## config.mk

```make
export PLATFORM = sky130hd
export DESIGN_NAME = rv32i_ctrl_fsm_flat
export DESIGN_NICKNAME = d
export VERILOG_FILES = /design/src/rtl/rv32i_ctrl_pkg.sv /design/src/rtl/rv32i_ctrl_fsm_if.sv /design/src/rtl/rv32i_ctrl_fsm_bus_wait_timer.sv /design/src/rtl/rv32i_ctrl_fsm.sv /design/src/flat_wrapper.sv
export SDC_FILE = /design/constraint.sdc
export NUM_CORES = 1
export LEC_CHECK = 0
export ABC_AREA = 1
export ABC_CLOCK_PERIOD_IN_PS = 2020
export CAP_MARGIN = 5
export CORE_ASPECT_RATIO = 1.5
export CORE_MARGIN = 2
export CORE_UTILIZATION = 33
export CTS_CLUSTER_SIZE = 40
export DETAILED_ROUTE_END_ITERATION = 8
export GPL_TIMING_DRIVEN = 0
export PLACE_DENSITY = 0.67
export SYNTH_ARGS = -nofsm -noshare
export SYNTH_HDL_FRONTEND = slang
export SYNTH_SLANG_ARGS = --single-unit
```

## constraint.sdc

```tcl
create_clock -name clk -period 2.02 [get_ports clk]
set_clock_uncertainty 0.2 [all_clocks]
set_input_delay 0.303 -clock clk [delete_from_list [all_inputs] [get_ports clk]]
set_output_delay 0.303 -clock clk [all_outputs]
set_load 0.02 [all_outputs]
```

## src/rtl/rv32i_ctrl_pkg.sv

```systemverilog
// rv32i_ctrl_pkg: opcodes, state/select encodings and opcode classification for the control FSM
package rv32i_ctrl_pkg;
  localparam logic [6:0] OPC_LUI    = 7'b0110111;
  localparam logic [6:0] OPC_AUIPC  = 7'b0010111;
  localparam logic [6:0] OPC_JAL    = 7'b1101111;
  localparam logic [6:0] OPC_JALR   = 7'b1100111;
  localparam logic [6:0] OPC_BRANCH = 7'b1100011;
  localparam logic [6:0] OPC_LOAD   = 7'b0000011;
  localparam logic [6:0] OPC_STORE  = 7'b0100011;
  localparam logic [6:0] OPC_OPIMM  = 7'b0010011;
  localparam logic [6:0] OPC_OP     = 7'b0110011;
  localparam logic [6:0] OPC_FENCE  = 7'b0001111;
  localparam logic [6:0] OPC_SYSTEM = 7'b1110011;
  typedef enum logic [2:0] {
    S_RESET  = 3'd0,
    S_FETCH  = 3'd1,
    S_DECODE = 3'd2,
    S_EXEC   = 3'd3,
    S_MEM    = 3'd4,
    S_WB     = 3'd5,
    S_HALT   = 3'd6,
    S_FAULT  = 3'd7
  } state_t;
  localparam logic [1:0] PC_PLUS4 = 2'b00;
  localparam logic [1:0] PC_IMM   = 2'b01;
  localparam logic [1:0] PC_ALU   = 2'b10;
  localparam logic [1:0] WB_ALU   = 2'b00;
  localparam logic [1:0] WB_LOAD  = 2'b01;
  localparam logic [1:0] WB_PC4   = 2'b10;
  typedef enum logic [3:0] {
    CLS_LUI, CLS_AUIPC, CLS_JAL, CLS_JALR, CLS_BRANCH, CLS_LOAD,
    CLS_STORE, CLS_OPIMM, CLS_OP, CLS_FENCE, CLS_SYSTEM
  } opc_class_t;
  function automatic logic is_legal(input logic [6:0] opc);
    return opc inside {OPC_LUI, OPC_AUIPC, OPC_JAL, OPC_JALR, OPC_BRANCH,
                       OPC_LOAD, OPC_STORE, OPC_OPIMM, OPC_OP, OPC_FENCE};
  endfunction
  function automatic opc_class_t classify(input logic [6:0] opc);
    case (opc)
      OPC_LUI:    return CLS_LUI;
      OPC_AUIPC:  return CLS_AUIPC;
      OPC_JAL:    return CLS_JAL;
      OPC_JALR:   return CLS_JALR;
      OPC_BRANCH: return CLS_BRANCH;
      OPC_LOAD:   return CLS_LOAD;
      OPC_STORE:  return CLS_STORE;
      OPC_OPIMM:  return CLS_OPIMM;
      OPC_FENCE:  return CLS_FENCE;
      OPC_SYSTEM: return CLS_SYSTEM;
      default:    return CLS_OP;
    endcase
  endfunction
endpackage

```

## src/rtl/rv32i_ctrl_fsm_if.sv

```systemverilog
// rv32i_ctrl_fsm_if: decoder/ALU/memory-facing signals of the control sequencer
interface rv32i_ctrl_fsm_if #(parameter int INSTRET_W = 32);
  logic [6:0]           ir_opcode;
  logic                 dec_halt;
  logic                 branch_taken;
  logic                 imem_ack;
  logic                 dmem_ack;
  logic                 imem_req;
  logic                 ir_we;
  logic                 pc_we;
  logic [1:0]           pc_sel;
  logic                 rf_we;
  logic [1:0]           wb_sel;
  logic                 dmem_req;
  logic                 dmem_we;
  logic                 halted;
  logic                 fault;
  logic [INSTRET_W-1:0] instret;
  logic [2:0]           state_o;
  modport master (
    input  ir_opcode, dec_halt, branch_taken, imem_ack, dmem_ack,
    output imem_req, ir_we, pc_we, pc_sel, rf_we, wb_sel, dmem_req, dmem_we,
           halted, fault, instret, state_o
  );
  modport slave (
    output ir_opcode, dec_halt, branch_taken, imem_ack, dmem_ack,
    input  imem_req, ir_we, pc_we, pc_sel, rf_we, wb_sel, dmem_req, dmem_we,
           halted, fault, instret, state_o
  );
endinterface

```

## src/rtl/rv32i_ctrl_fsm_bus_wait_timer.sv

```systemverilog
// bus_wait_timer: counts unacknowledged request cycles; terminal flags the last allowed wait cycle
module bus_wait_timer #(parameter int unsigned TIMEOUT_CYCLES = 16) (
  input  logic clk,
  input  logic rst_n,
  input  logic clear,
  input  logic count_en,
  output logic terminal
);
  localparam int unsigned W = TIMEOUT_CYCLES > 1 ? $clog2(TIMEOUT_CYCLES) : 1;
  localparam logic [W-1:0] LAST = W'(TIMEOUT_CYCLES == 0 ? 0 : TIMEOUT_CYCLES - 1);
  logic [W-1:0] cnt_q, cnt_d;
  always_comb cnt_d = clear ? '0 : count_en ? cnt_q + 1'b1 : cnt_q;
  always_ff @(posedge clk or negedge rst_n)
    if (!rst_n) cnt_q <= '0;
    else cnt_q <= cnt_d;
  assign terminal = (TIMEOUT_CYCLES != 0) && count_en && (cnt_q == LAST);
endmodule

```

## src/rtl/rv32i_ctrl_fsm.sv

```systemverilog
// rv32i_ctrl_fsm: multi-cycle FETCH/DECODE/EXEC/MEM/WB sequencer with bus timeout, halt and fault
module rv32i_ctrl_fsm
  import rv32i_ctrl_pkg::*;
#(
  parameter int unsigned TIMEOUT_CYCLES = 16,
  parameter int          INSTRET_W      = 32
) (
  input logic             clk,
  input logic             rst_n,
  rv32i_ctrl_fsm_if.master bus
);
  state_t               state_q, state_d;
  opc_class_t           cls_q, cls_d;
  logic                 taken_q, taken_d;
  logic [INSTRET_W-1:0] instret_q, instret_d;
  logic                 wait_en, wait_clr, tmo;
  logic                 wb;
  assign wait_en  = (state_q == S_FETCH && !bus.imem_ack) || (state_q == S_MEM && !bus.dmem_ack);
  assign wait_clr = (state_d == S_FETCH && state_q != S_FETCH) || (state_d == S_MEM && state_q != S_MEM);
  bus_wait_timer #(.TIMEOUT_CYCLES(TIMEOUT_CYCLES)) u_timer (
    .clk(clk), .rst_n(rst_n), .clear(wait_clr), .count_en(wait_en), .terminal(tmo)
  );
  always_comb begin
    state_d   = state_q;
    cls_d     = cls_q;
    taken_d   = taken_q;
    instret_d = state_q == S_WB ? instret_q + 1'b1 : instret_q;
    case (state_q)
      S_RESET:  state_d = S_FETCH;
      S_FETCH:  state_d = bus.imem_ack ? S_DECODE : tmo ? S_FAULT : S_FETCH;
      S_DECODE: begin
        cls_d   = classify(bus.ir_opcode);
        state_d = (bus.dec_halt || bus.ir_opcode == OPC_SYSTEM) ? S_HALT
                : is_legal(bus.ir_opcode) ? S_EXEC : S_FAULT;
      end
      S_EXEC: begin
        taken_d = bus.branch_taken;
        state_d = (cls_q == CLS_LOAD || cls_q == CLS_STORE) ? S_MEM : S_WB;
      end
      S_MEM:    state_d = bus.dmem_ack ? S_WB : tmo ? S_FAULT : S_MEM;
      S_WB:     state_d = S_FETCH;
      default:  state_d = state_q;
    endcase
  end
  always_ff @(posedge clk or negedge rst_n)
    if (!rst_n) begin
      state_q   <= S_RESET;
      cls_q     <= CLS_OP;
      taken_q   <= 1'b0;
      instret_q <= '0;
    end else begin
      state_q   <= state_d;
      cls_q     <= cls_d;
      taken_q   <= taken_d;
      instret_q <= instret_d;
    end
  assign wb           = state_q == S_WB;
  assign bus.imem_req = state_q == S_FETCH;
  assign bus.ir_we    = bus.imem_req && bus.imem_ack;
  assign bus.dmem_req = state_q == S_MEM;
  assign bus.dmem_we  = bus.dmem_req && cls_q == CLS_STORE;
  assign bus.pc_we    = wb;
  assign bus.rf_we    = wb && !(cls_q inside {CLS_BRANCH, CLS_STORE, CLS_FENCE});
  assign bus.pc_sel   = !wb ? PC_PLUS4
                      : cls_q == CLS_JAL ? PC_IMM
                      : cls_q == CLS_JALR ? PC_ALU
                      : (cls_q == CLS_BRANCH && taken_q) ? PC_IMM : PC_PLUS4;
  assign bus.wb_sel   = !wb ? WB_ALU
                      : cls_q == CLS_LOAD ? WB_LOAD
                      : (cls_q == CLS_JAL || cls_q == CLS_JALR) ? WB_PC4 : WB_ALU;
  assign bus.halted   = state_q == S_HALT;
  assign bus.fault    = state_q == S_FAULT;
  assign bus.instret  = instret_q;
  assign bus.state_o  = state_q;
endmodule

```

## src/flat_wrapper.sv

```systemverilog
// flat-port wrapper written by rule: the top's interface ports become plain ports
module rv32i_ctrl_fsm_flat import rv32i_ctrl_pkg::*;
#(
  parameter int unsigned TIMEOUT_CYCLES = 16,
  parameter int          INSTRET_W      = 32
)
  (clk, rst_n, bus_ir_opcode, bus_dec_halt, bus_branch_taken, bus_imem_ack, bus_dmem_ack, bus_imem_req, bus_ir_we, bus_pc_we, bus_pc_sel, bus_rf_we, bus_wb_sel, bus_dmem_req, bus_dmem_we, bus_halted, bus_fault, bus_instret, bus_state_o);
  rv32i_ctrl_fsm_if #(.INSTRET_W(INSTRET_W)) bus_i ();
  input logic clk;
  input logic rst_n;
  input wire logic [$bits(bus_i.ir_opcode)-1:0] bus_ir_opcode;
  input wire logic [$bits(bus_i.dec_halt)-1:0] bus_dec_halt;
  input wire logic [$bits(bus_i.branch_taken)-1:0] bus_branch_taken;
  input wire logic [$bits(bus_i.imem_ack)-1:0] bus_imem_ack;
  input wire logic [$bits(bus_i.dmem_ack)-1:0] bus_dmem_ack;
  output wire logic [$bits(bus_i.imem_req)-1:0] bus_imem_req;
  output wire logic [$bits(bus_i.ir_we)-1:0] bus_ir_we;
  output wire logic [$bits(bus_i.pc_we)-1:0] bus_pc_we;
  output wire logic [$bits(bus_i.pc_sel)-1:0] bus_pc_sel;
  output wire logic [$bits(bus_i.rf_we)-1:0] bus_rf_we;
  output wire logic [$bits(bus_i.wb_sel)-1:0] bus_wb_sel;
  output wire logic [$bits(bus_i.dmem_req)-1:0] bus_dmem_req;
  output wire logic [$bits(bus_i.dmem_we)-1:0] bus_dmem_we;
  output wire logic [$bits(bus_i.halted)-1:0] bus_halted;
  output wire logic [$bits(bus_i.fault)-1:0] bus_fault;
  output wire logic [$bits(bus_i.instret)-1:0] bus_instret;
  output wire logic [$bits(bus_i.state_o)-1:0] bus_state_o;
  assign bus_i.ir_opcode = bus_ir_opcode;
  assign bus_i.dec_halt = bus_dec_halt;
  assign bus_i.branch_taken = bus_branch_taken;
  assign bus_i.imem_ack = bus_imem_ack;
  assign bus_i.dmem_ack = bus_dmem_ack;
  assign bus_imem_req = bus_i.imem_req;
  assign bus_ir_we = bus_i.ir_we;
  assign bus_pc_we = bus_i.pc_we;
  assign bus_pc_sel = bus_i.pc_sel;
  assign bus_rf_we = bus_i.rf_we;
  assign bus_wb_sel = bus_i.wb_sel;
  assign bus_dmem_req = bus_i.dmem_req;
  assign bus_dmem_we = bus_i.dmem_we;
  assign bus_halted = bus_i.halted;
  assign bus_fault = bus_i.fault;
  assign bus_instret = bus_i.instret;
  assign bus_state_o = bus_i.state_o;
  rv32i_ctrl_fsm #(.TIMEOUT_CYCLES(TIMEOUT_CYCLES), .INSTRET_W(INSTRET_W)) u_core (.clk(clk), .rst_n(rst_n), .bus(bus_i));
endmodule
```

==> impl_results.md, run 1 <==
* Status: complete, no violations
* Detailed Routing Iterations Pass 1 at 4
* Peak VDD IR at 0.000326 V
* Final routed DRC violation total at 0
* Register area at 0.00111 mm2
* Async SR Flop Fraction at 100%
* Crit Reg-Reg Endpoint: u_core.bus.instret[17]
* Critical Path End: bus_rf_we
* Post-Place Cell Area at 0.00330 mm2
* RSZ-0062 raised after global routing: true
* Number of synthesized flops with an enable pin at 0
* CTS root buf: clkbuf_16
* Final Max Tran Viols at 0
* Hold WS at 257 ps
* Startpoint Class: flip-flop
* Max-slew headroom at 69.4%
* Main flop type after synthesis: dfrtp_1
* DR vias/cell at 4.73
* Final wirelength at 6650 um
* Final Power at 1.86 mW
* Fin area at 0.00366 mm2
* Cell variety after synth at 26
* R2r worst-path depth at 8
* Sequential area share after synthesis at 43.2%
* CTS tree: yes
* CP Data Required Time at 1520 ps
* Final Hold Vio Count at 0
* # IOs at 60
* HPWL Detailed at 4970 um
* Syn Nets at 355
* Power per cell area at 509 mW/mm2
* F_max at 0.503 GHz
* Cell with the most instances after synthesis: nand2_1
* Pleak at 1.63 nW
* Share of post-route cells with drive strength above 1 at 16.6%
* Initial Utilization at 33.8%
* Worst skew pair latency at 290 ps
* GRT Total Usage at 16.3%
* Tcrit/Tclk final at 98.5%
* Largest net degree at the start of global routing at 33
* Number of CTS-inserted buffers at 5
* Minimum clock period at 1990 ps
* P&R area growth vs syn at 43.2%
* Min-Delay Path Class: input pin to async pin
* Vias at 2478
* Largest cells by area after synthesis: dfrtp_1 (42%), nand2_1 (12%), nor2_1 (7.6%), xor2_1 (7.5%), inv_1 (7.5%)
* Total congestion overflow at 0
* Placed Cells at 502
* DIE HEIGHT at 112 um
* CTS HTree Levels at 2
* Worst-margin pin slew at 455 ps
* Commonest cells post-synth: nand2_1 (85), nor2_1 (52), inv_1 (51)
* Routability congestion estimate at 0.877
* Setup slack, reg-to-reg at 80 ps
* Initial antenna violation count at 0
* RR Startpoint: u_core.bus.instret[1]
* YS warnings at 0
* NumNets Final at 436
* Row count at 39
* Post-Route Setup TNS at 0 ps
* Initial DRC Count at 100
* Worst Setup SP: u_core.bus.state_o[1]
* Die area at 0.00847 mm2
* Mapped Area at 0.00255 mm2
* Vias in the first global route at 2413
* Synth Area per Inst at 7.51 um2
* Layout Cells excl Fill at 524
* Max-cap violations at 0
* Top cell type's share of synthesized area at 42.1%
* I/O Buffers at 59
* Reg clk slew, reported paths at 60 ps
* Antenna viol nets, final at 0
* Filler Cells Inserted at 749
* Nature of the critical path endpoint: primary output
* Final setup violation count at 0
* ANT cells at 0
* Largest area contributor in the netlist: dfrtp_1
* Clock tree buffer depth at 2
* Multi-input gate area at 0.00135 mm2
* Global-route wire length before repair at 10700 um
* Clock sink count at 44
* Mapped Cells at 340
* CP max FO at 5
* Die X at 75.8 um
* WS Path Type: flip-flop to primary output
* Avg WL per Cell at 12.7 um
* Crit path arrival time at 1490 ps
* Yosys reg bits at 44
* Core Area at 0.00756 mm2
==> per-stage QoR <==
stage	utilization, %	setup WS (ps)
global placement	43.4	-768
floorplan	-	-19.9
CTS	46.2	-110
global route	48.3	-75.7
finish	48.3	30.6
detailed placement	43.6	-385
==> final cells by class <==
| class | count | area share [%] |
|---|---|---|
| inverter | 51 | 5.30 |
| timing repair buffer | 74 | 18.7 |
| clock inverter | 2 | 0.958 |
| clock buffer | 6 | 3.52 |
| buffer | 3 | 0.821 |
| multi-input combinational | 242 | 36.9 |
| sequential | 44 | 30.3 |
| tap | 102 | 3.49 |
==> critical path: stages (launching register included) <==
cell      delay [ps]
dfrtp_2          440
inv_2            110
nand3_4          100
inv_4            100
nand2_1           90
a311oi_2         190
buf_4            180
==> where the power goes <==
part	internal [mW]	switching, mW	leakage [nW]	total, mW
combinational	0.0291	0.0352	0.971	0.0643
clock	0.582	0.332	0.0808	0.913
sequential	0.881	0	0.576	0.881
==> flip-flops by register name (all words and copies together) (netlist names) <==
name and count:
u_core.u_timer.cnt_q 4, u_core.bus.state_o 3, u_core.bus.instret 32, u_core.taken_q 1, u_core.cls_q 4
==> repair_timing <==
action,CTS,global route
setup endpoints to repair,21,23
hold endpoints to repair,12,0
pin swaps,3,4
setup buffers,3,10
hold buffers,1,0
resized for setup,49,33
==> cells in the final DEF (no fill, tap or decap), types with 2 or more instances in the layout <==
| master | synthesis | layout |
|---|---|---|
| buf_6 | 0 | 4 |
| a21oi_1 | 3 | 2 |
| nand2_2 | 0 | 5 |
| dfrtp_2 | 0 | 5 |
| nor2_4 | 0 | 5 |
| clkbuf_16 | 0 | 5 |
| nor3_4 | 1 | 2 |
| inv_1 | 51 | 47 |
| nor2_1 | 52 | 47 |
| nand2_1 | 85 | 80 |
| nor3_2 | 1 | 3 |
| inv_2 | 0 | 3 |
| nand3_1 | 16 | 16 |
| nor2_2 | 4 | 4 |
| o21ai_0 | 13 | 13 |
| dfrtp_1 | 43 | 38 |
| buf_2 | 1 | 4 |
| nor3_1 | 15 | 12 |
| clkbuf_2 | 0 | 2 |
| nand4_1 | 9 | 9 |
| buf_4 | 1 | 15 |
| clkdlybuf4s50_1 | 0 | 46 |
| xor2_1 | 22 | 22 |
| xnor2_1 | 11 | 11 |
| dlygate4sd2_1 | 0 | 3 |
==> layer usage <==
metal / vias to the layer above / GRT usage (%) / wire (um)
met5: - / 0 / 0
met4: 0 / 6.67 / 195
met3: 16 / 2.90 / 271
met2: 74 / 29.4 / 3720
met1: 1158 / 17.8 / 2460
li1: 1230 / - / -
==> kinds of logic (layout without fill, tap and decap cells) <==
group,Yosys count,after routing,synth area share (%)
adders and majority gates,2,2,0.980
buffers and inverters,54,136,8.13
xor gates and xnor gates,33,33,11.3
muxes,1,1,0.441
AOI/OAI and AO/OA,19,19,4.21
DFF,44,44,43.2
and+or+nand+nor,187,187,31.7
==> worst min-delay path by stage <==
stage               cells after the start                   start                     end  slack [ps]
global placement                        1  u_core.bus.instret[20]  u_core.bus.instret[20]         280
finish                                  2                   rst_n  u_core.bus.instret[14]         260
floorplan                               0                   rst_n   u_core.bus.instret[0]        -190
global route                            2                   rst_n  u_core.bus.instret[11]         290
detailed placement                      1                   rst_n  u_core.bus.instret[11]          20
CTS                                     2                   rst_n  u_core.bus.instret[11]         260
Power figures use the tool's default switching activity.
==> run 2: changes to the inputs <==
Settings changed: CTS_BUF_LIST from default to sky130_fd_sc_hd__clkbuf_8.
==> impl_results.md, run 2 (same netlist as run 1, synthesis figures left out) <==
* Post-place setup slack at -385 ps (unchanged)
* Startpoint Class: flip-flop
* Die X at 75.8 um (unchanged)
* Clock tree buffer depth at 2 (unchanged)
* CTS HTree Levels at 2 (unchanged)
* Share of post-route cells with drive strength above 1 at 17.3% (+0.75 points)
* Sequential power share at 54.7% (+7.3 points)
* P&R area growth vs syn at 41.8%
* Status: complete, no violations
* Number of CTS-inserted buffers at 5 (unchanged)
* Vias at 2476 (-0.081%)
* Antenna viol nets, final at 0 (unchanged)
* Core Area at 0.00756 mm2 (unchanged)
* Crit path largest cell delay at 610 ps (+170 ps)
* Most frequent cell on the critical path: buf_4
* Worst Setup SP: u_core.cls_q[3]
* Setup slack, reg-to-reg at 120 ps (+40 ps)
* Net switching share of the total power at 21.0% (+1.2 points)
* CP Data Required Time at 1520 ps (about the same)
* Pleak at 1.59 nW (-2.1%)
* Initial antenna violation count at 0 (unchanged)
* Combinational share of power at 4.0% (+0.5 points)
* Min-Delay Path Class: input pin to async pin
* GR Util met3 at 2.62% (-0.27 points)
* Total congestion overflow at 0 (unchanged)
* Max-slew headroom at 69.4% (about the same)
* CP max FO at 4 (-1)
* # IOs at 60 (unchanged)
* Critical path's top delay family: flip-flops
* Met2 GRT Util at 28.7% (-0.69 points)
* Critical-path cell list: nor4_4 -> buf_4 -> a311oi_2 -> buf_4
* ANT cells at 0 (unchanged)
* CTS tree: yes
* Minimum clock period at 2020 ps (+30.5 ps)
* Buf/Inv on CP at 2 (-1)
* Commonest non-fill, non-tap cells in the layout: nand2_1 (79), inv_1 (48), clkdlybuf4s50_1 (45)
* R2r worst-path depth at 7 (-1)
* Detailed Routing Iterations Pass 1 at 4 (unchanged)
* Crit Reg-Reg Endpoint: u_core.bus.instret[17]
* Final Hold Vio Count at 0 (unchanged)
* DIE HEIGHT at 112 um (unchanged)
* HPWL Detailed at 4970 um (unchanged)
* Initial DRC Count at 85 (-15%)
* Tcrit/Tclk final at 100% (+1.5 points)
* Initial Utilization at 33.8% (unchanged)
* Final wirelength at 6540 um (-1.7%)
* Commonest non-fill, non-tap cell in the layout: nand2_1
* Crit path arrival time at 1520 ps (+30 ps)
* NumNets Final at 435 (-0.23%)
* Largest net degree at the start of global routing at 33 (unchanged)
* Power per cell area at 444 mW/mm2 (-13%)
* Max-cap violations at 0 (unchanged)
* Clock power share at 41.3% (-7.8 points)
* Psw at 337 uW (-8.1%)
* Die area at 0.00847 mm2 (unchanged)
* Max reg flops at 32 (unchanged)
* Nature of the critical path endpoint: primary output
* F_max at 0.495 GHz (-1.5%)
* Final routed DRC violation total at 0 (unchanged)
* Global route hottest layer: met2
* Final Max Tran Viols at 0 (unchanged)
* RR Startpoint: u_core.bus.instret[1]
* Row count at 39 (unchanged)
* I/O Buffers at 59 (unchanged)
* DR vias/cell at 4.73 (+0.11%)
* Crit-path slowest cell: dfstp_2
* Grt met1 use at 17.9% (+0.057 points)
* CTS root buf: clkbuf_8
* Worst-margin pin slew at 456 ps (+0.580 ps)
* Clock sink count at 44 (unchanged)
* Routability congestion estimate at 0.877 (unchanged)
* Worst skew pair latency at 300 ps (about the same)
* Internal power at 1.27 mW (-15%)
* Peak VDD IR at 0.000233 V (-29%)
* Final WS setup at 0.109 ps (-30.5 ps)
* Post-Route Setup TNS at 0 ps (unchanged)
* Vias in the first global route at 2390 (-0.95%)
* Reg clk slew, reported paths at 80 ps (+20 ps)
* GRT Total Usage at 15.9% (-0.37 points)
* Final setup violation count at 0 (unchanged)
* WS Path Type: flip-flop to primary output
* Avg WL per Cell at 12.5 um (-1.5%)
* RSZ-0062 raised after global routing: true
* Global-route wire length before repair at 10600 um (-1.5%)
-- run 2: changes by cell type in the layout (fill, tap and decap cells not counted), sizes merged --
cell           before  now
clkbuf              9    7
clkdlybuf4s15       0    1
clkdlybuf4s50      46   45
dlygate4sd2         3    2
dlymetal6s2s        0    1
inv                51   52
-- run 2: area by class of cell --
cell class	count	area (um2)
clock buffer	5	68.8
timing repair buffer	73	677
clock inverter	3	38.8
multi-input combinational	242	1380
tap	102	128
fill	758	3940
sequential	44	1110
inverter	51	196
buffer	3	26.3
-- run 2: how the worst max path moves through the flow --
stage / endpoint / slack, ps / cells past startpoint
2_1_floorplan: bus_rf_we / -20 / 5
3_3_place_gp: u_core.u_timer.cnt_q[1] / -770 / 1
3_5_place_dp: bus_rf_we / -390 / 6
4_1_cts: bus_rf_we / -30 / 6
5_1_grt: bus_rf_we / -90 / 5
6_report: bus_rf_we / 0.1 / 4
-- run 2: timing repair --
| action | 4_1_cts | 5_1_grt |
|---|---|---|
| hold buffers | 1 | 0 |
| buffers inserted | 2 | 10 |
| cloned | 0 | 0 |
| pin swaps | 3 | 4 |
| setup endpoints to repair | 22 | 22 |
| endpoints found under the hold margin | 12 | 0 |
| gates resized for setup | 57 | 34 |
-- run 2: power by group through the flow --
stage | clock (mW) | sequential [mW] | combinational [mW]
floorplan | 0 | 0.898 | 0.0125
global placement | 0 | 0.898 | 0.0582
global route | 0.724 | 0.880 | 0.0721
CTS | 0.681 | 0.880 | 0.0650
finish | 0.665 | 0.880 | 0.0640
detailed placement | 0 | 0.897 | 0.0634
-- run 2: stage by stage --
| stage | std cells | hold WS (ps) | power (mW) | util [%] | cell area, um2 |
|---|---|---|---|---|---|
| finish | 523 | 237 | 1.61 | 47.9 | 3620 |
| global route | 523 | 263 | 1.68 | 47.9 | 3620 |
| CTS | 513 | 234 | 1.63 | 45.6 | 3450 |
| detailed placement | 502 | 19.9 | 0.961 | 43.6 | 3300 |
| global placement | 501 | 281 | 0.956 | 43.4 | 3280 |
| floorplan | 340 | -193 | 0.910 | - | 2560 |
-- run 2: per-layer routing --
layer,vias up,share of wire [%]
met1,1159,37
met3,16,4.0
met5,-,0
li1,1221,-
met4,0,2.5
met2,80,56
==> run 3: changes to the inputs <==
Settings changed: CORE_UTILIZATION 33 to 35, PLACE_DENSITY 0.67 to 0.7.
==> impl_results.md, run 3 (same netlist as run 1, synthesis figures left out) <==
* GRT Total Usage at 16.3% (+0.41 points)
* Row count at 38 (-2.6%)
* Tcrit/Tclk final at 104% (+4.0 points)
* Initial antenna violation count at 0 (unchanged)
* Largest net degree at the start of global routing at 31 (-6.1%)
* Min-Delay Path Class: input pin to async pin
* Clock tree buffer depth at 2 (unchanged)
* Final WS setup at -81.3 ps (-81.4 ps)
* Minimum clock period at 2100 ps (+81.4 ps)
* Power per cell area at 457 mW/mm2 (+2.9%)
* Vias in the first global route at 2380 (-0.42%)
* Commonest non-fill, non-tap cell in the layout: nand2_1
* Post-Route Setup TNS at -122 ps (-122 ps)
* DIE HEIGHT at 109 um (-2.8%)
* Critical-path cell list: inv_2 -> nand3_4 -> inv_4 -> nand2_1 -> a311oi_2 -> buf_4
* P&R area growth vs syn at 37.6%
* CTS root buf: clkbuf_8
* Total congestion overflow at 0 (unchanged)
* ANT cells at 0 (unchanged)
* Share of post-route cells with drive strength above 1 at 14.7% (-2.7 points)
* Global-route wire length before repair at 10300 um (-2.2%)
* NumNets Final at 430 (-1.1%)
* Crit path largest cell delay at 460 ps (-150 ps)
* Buf/Inv on CP at 3 (+1)
* I/O Buffers at 59 (unchanged)
* Die X at 73.7 um (-2.7%)
* CTS HTree Levels at 2 (unchanged)
* Final routed DRC violation total at 0 (unchanged)
* Peak VDD IR at 0.000218 V (-6.3%)
* Commonest non-fill, non-tap cells in the layout: nand2_1 (79), inv_1 (50), nor2_1 (47)
* Detailed Routing Iterations Pass 1 at 4 (unchanged)
* Critical path's top delay family: flip-flops
* RR Startpoint: u_core.bus.instret[1]
* Vias at 2410 (-2.7%)
* Setup slack, reg-to-reg at 30 ps (-90 ps)
* F_max at 0.476 GHz (-3.9%)
* Startpoint Class: flip-flop
* Final wirelength at 6240 um (-4.5%)
* Final design utilization at 49.3% (+1.4 points)
* R2r worst-path depth at 9 (+2)
* CTS tree: yes
* Die area at 0.00801 mm2 (-5.5%)
* CP max FO at 5 (+1)
* Crit path arrival time at 1600 ps (+80 ps)
* Final Hold Vio Count at 0 (unchanged)
* Avg WL per Cell at 12.6 um (+0.72%)
* Max-cap violations at 0 (unchanged)
* # IOs at 60 (unchanged)
* Reg clk slew, reported paths at 80 ps (about the same)
* Pleak at 1.58 nW (-0.67%)
* Worst skew pair latency at 300 ps (about the same)
* Status: finished, violations left
* WS Path Type: flip-flop to primary output
* Max-slew headroom at 71.0% (+1.7 points)
* CP Data Required Time at 1520 ps (about the same)
* Failing checks: setup timing
* Initial Utilization at 35.8% (+2.0 points)
* Crit Reg-Reg Endpoint: u_core.bus.instret[22]
* HPWL Detailed at 4750 um (-4.4%)
* Filler Cells Inserted at 698 (-7.9%)
* Final Max Tran Viols at 0 (unchanged)
* Crit-path slowest cell: dfrtp_2
* Final setup violation count at 3 (+3)
* Number of CTS-inserted buffers at 5 (unchanged)
* DR vias/cell at 4.86 (+2.6%)
* RSZ-0062 raised after global routing: true
* Clock sink count at 44 (unchanged)
* Antenna viol nets, final at 0 (unchanged)
* Core Area at 0.00713 mm2 (-5.7%)
* Initial DRC Count at 91 (+7.1%)
* Worst-margin pin slew at 431 ps (-25.1 ps)
* Routability congestion estimate at 0.853 (-2.8%)
* Max reg flops at 32 (unchanged)
* Nature of the critical path endpoint: primary output
## run 3: changes by cell type in the layout (fill, tap and decap cells not counted), moves of 2 or more
| cell | delta |
|---|---|
| buf_4 | -7 |
| nor2_1 | +3 |
| nor2_2 | -3 |
| a21oi_1 | +2 |
| a21oi_2 | -2 |
| clkbuf_2 | +2 |
| inv_1 | +2 |
## run 3: worst max-delay path by stage
stage | startpoint | to | slack (ps) | depth (start not counted)
4_1_cts | u_core.bus.state_o[1] | bus_rf_we | -190 | 6
5_1_grt | u_core.cls_q[0] | bus_pc_sel[0] | -180 | 4
3_3_place_gp | rst_n | u_core.bus.state_o[1] | -730 | 1
3_5_place_dp | u_core.bus.state_o[1] | bus_rf_we | -400 | 6
6_report | u_core.bus.state_o[1] | bus_rf_we | -80 | 6
2_1_floorplan | u_core.bus.state_o[2] | bus_rf_we | -20 | 5
## run 3: power breakdown
group	switching (mW)	total (mW)	internal, mW
logic	0.0362	0.0653	0.0291
clock network	0.298	0.660	0.362
registers	0	0.880	0.880
## run 3: repair_timing
action / 4_1_cts / 5_1_grt
resized for setup: 47 / 34
pin swaps: 1 / 2
cloned: 0 / 0
setup buffers: 4 / 3
hold buffers: 1 / 0
hold endpoints to repair: 13 / 0
setup endpoints to repair: 18 / 22
## run 3: layout make-up
type	count	area, um2	area share (%)
inverter	51	194	5.52
timing repair buffer	68	637	18.1
buffer	3	30.0	0.855
tap	80	100	2.85
clock inverter	3	38.8	1.10
multi-input combinational	242	1340	38.1
clock buffer	5	68.8	1.96
sequential	44	1110	31.5
## run 3: metal layers
layer	global-route usage [%]	part of all wire, %
met4	6.10	2.1
met2	30.9	55
met3	2.50	3.9
met5	0	0
met1	17.7	39
## run 3: stage by stage
step	hold slack, ps	instance area (um2)	power, mW	worst slack, ps	std cells
floorplan	-193	2560	0.910	-19.9	340
global placement	282	3260	0.955	-731	479
detailed placement	34.2	3270	0.961	-401	480
CTS	262	3420	1.62	-194	493
global route	301	3510	1.66	-183	496
finish	250	3510	1.61	-81.3	496
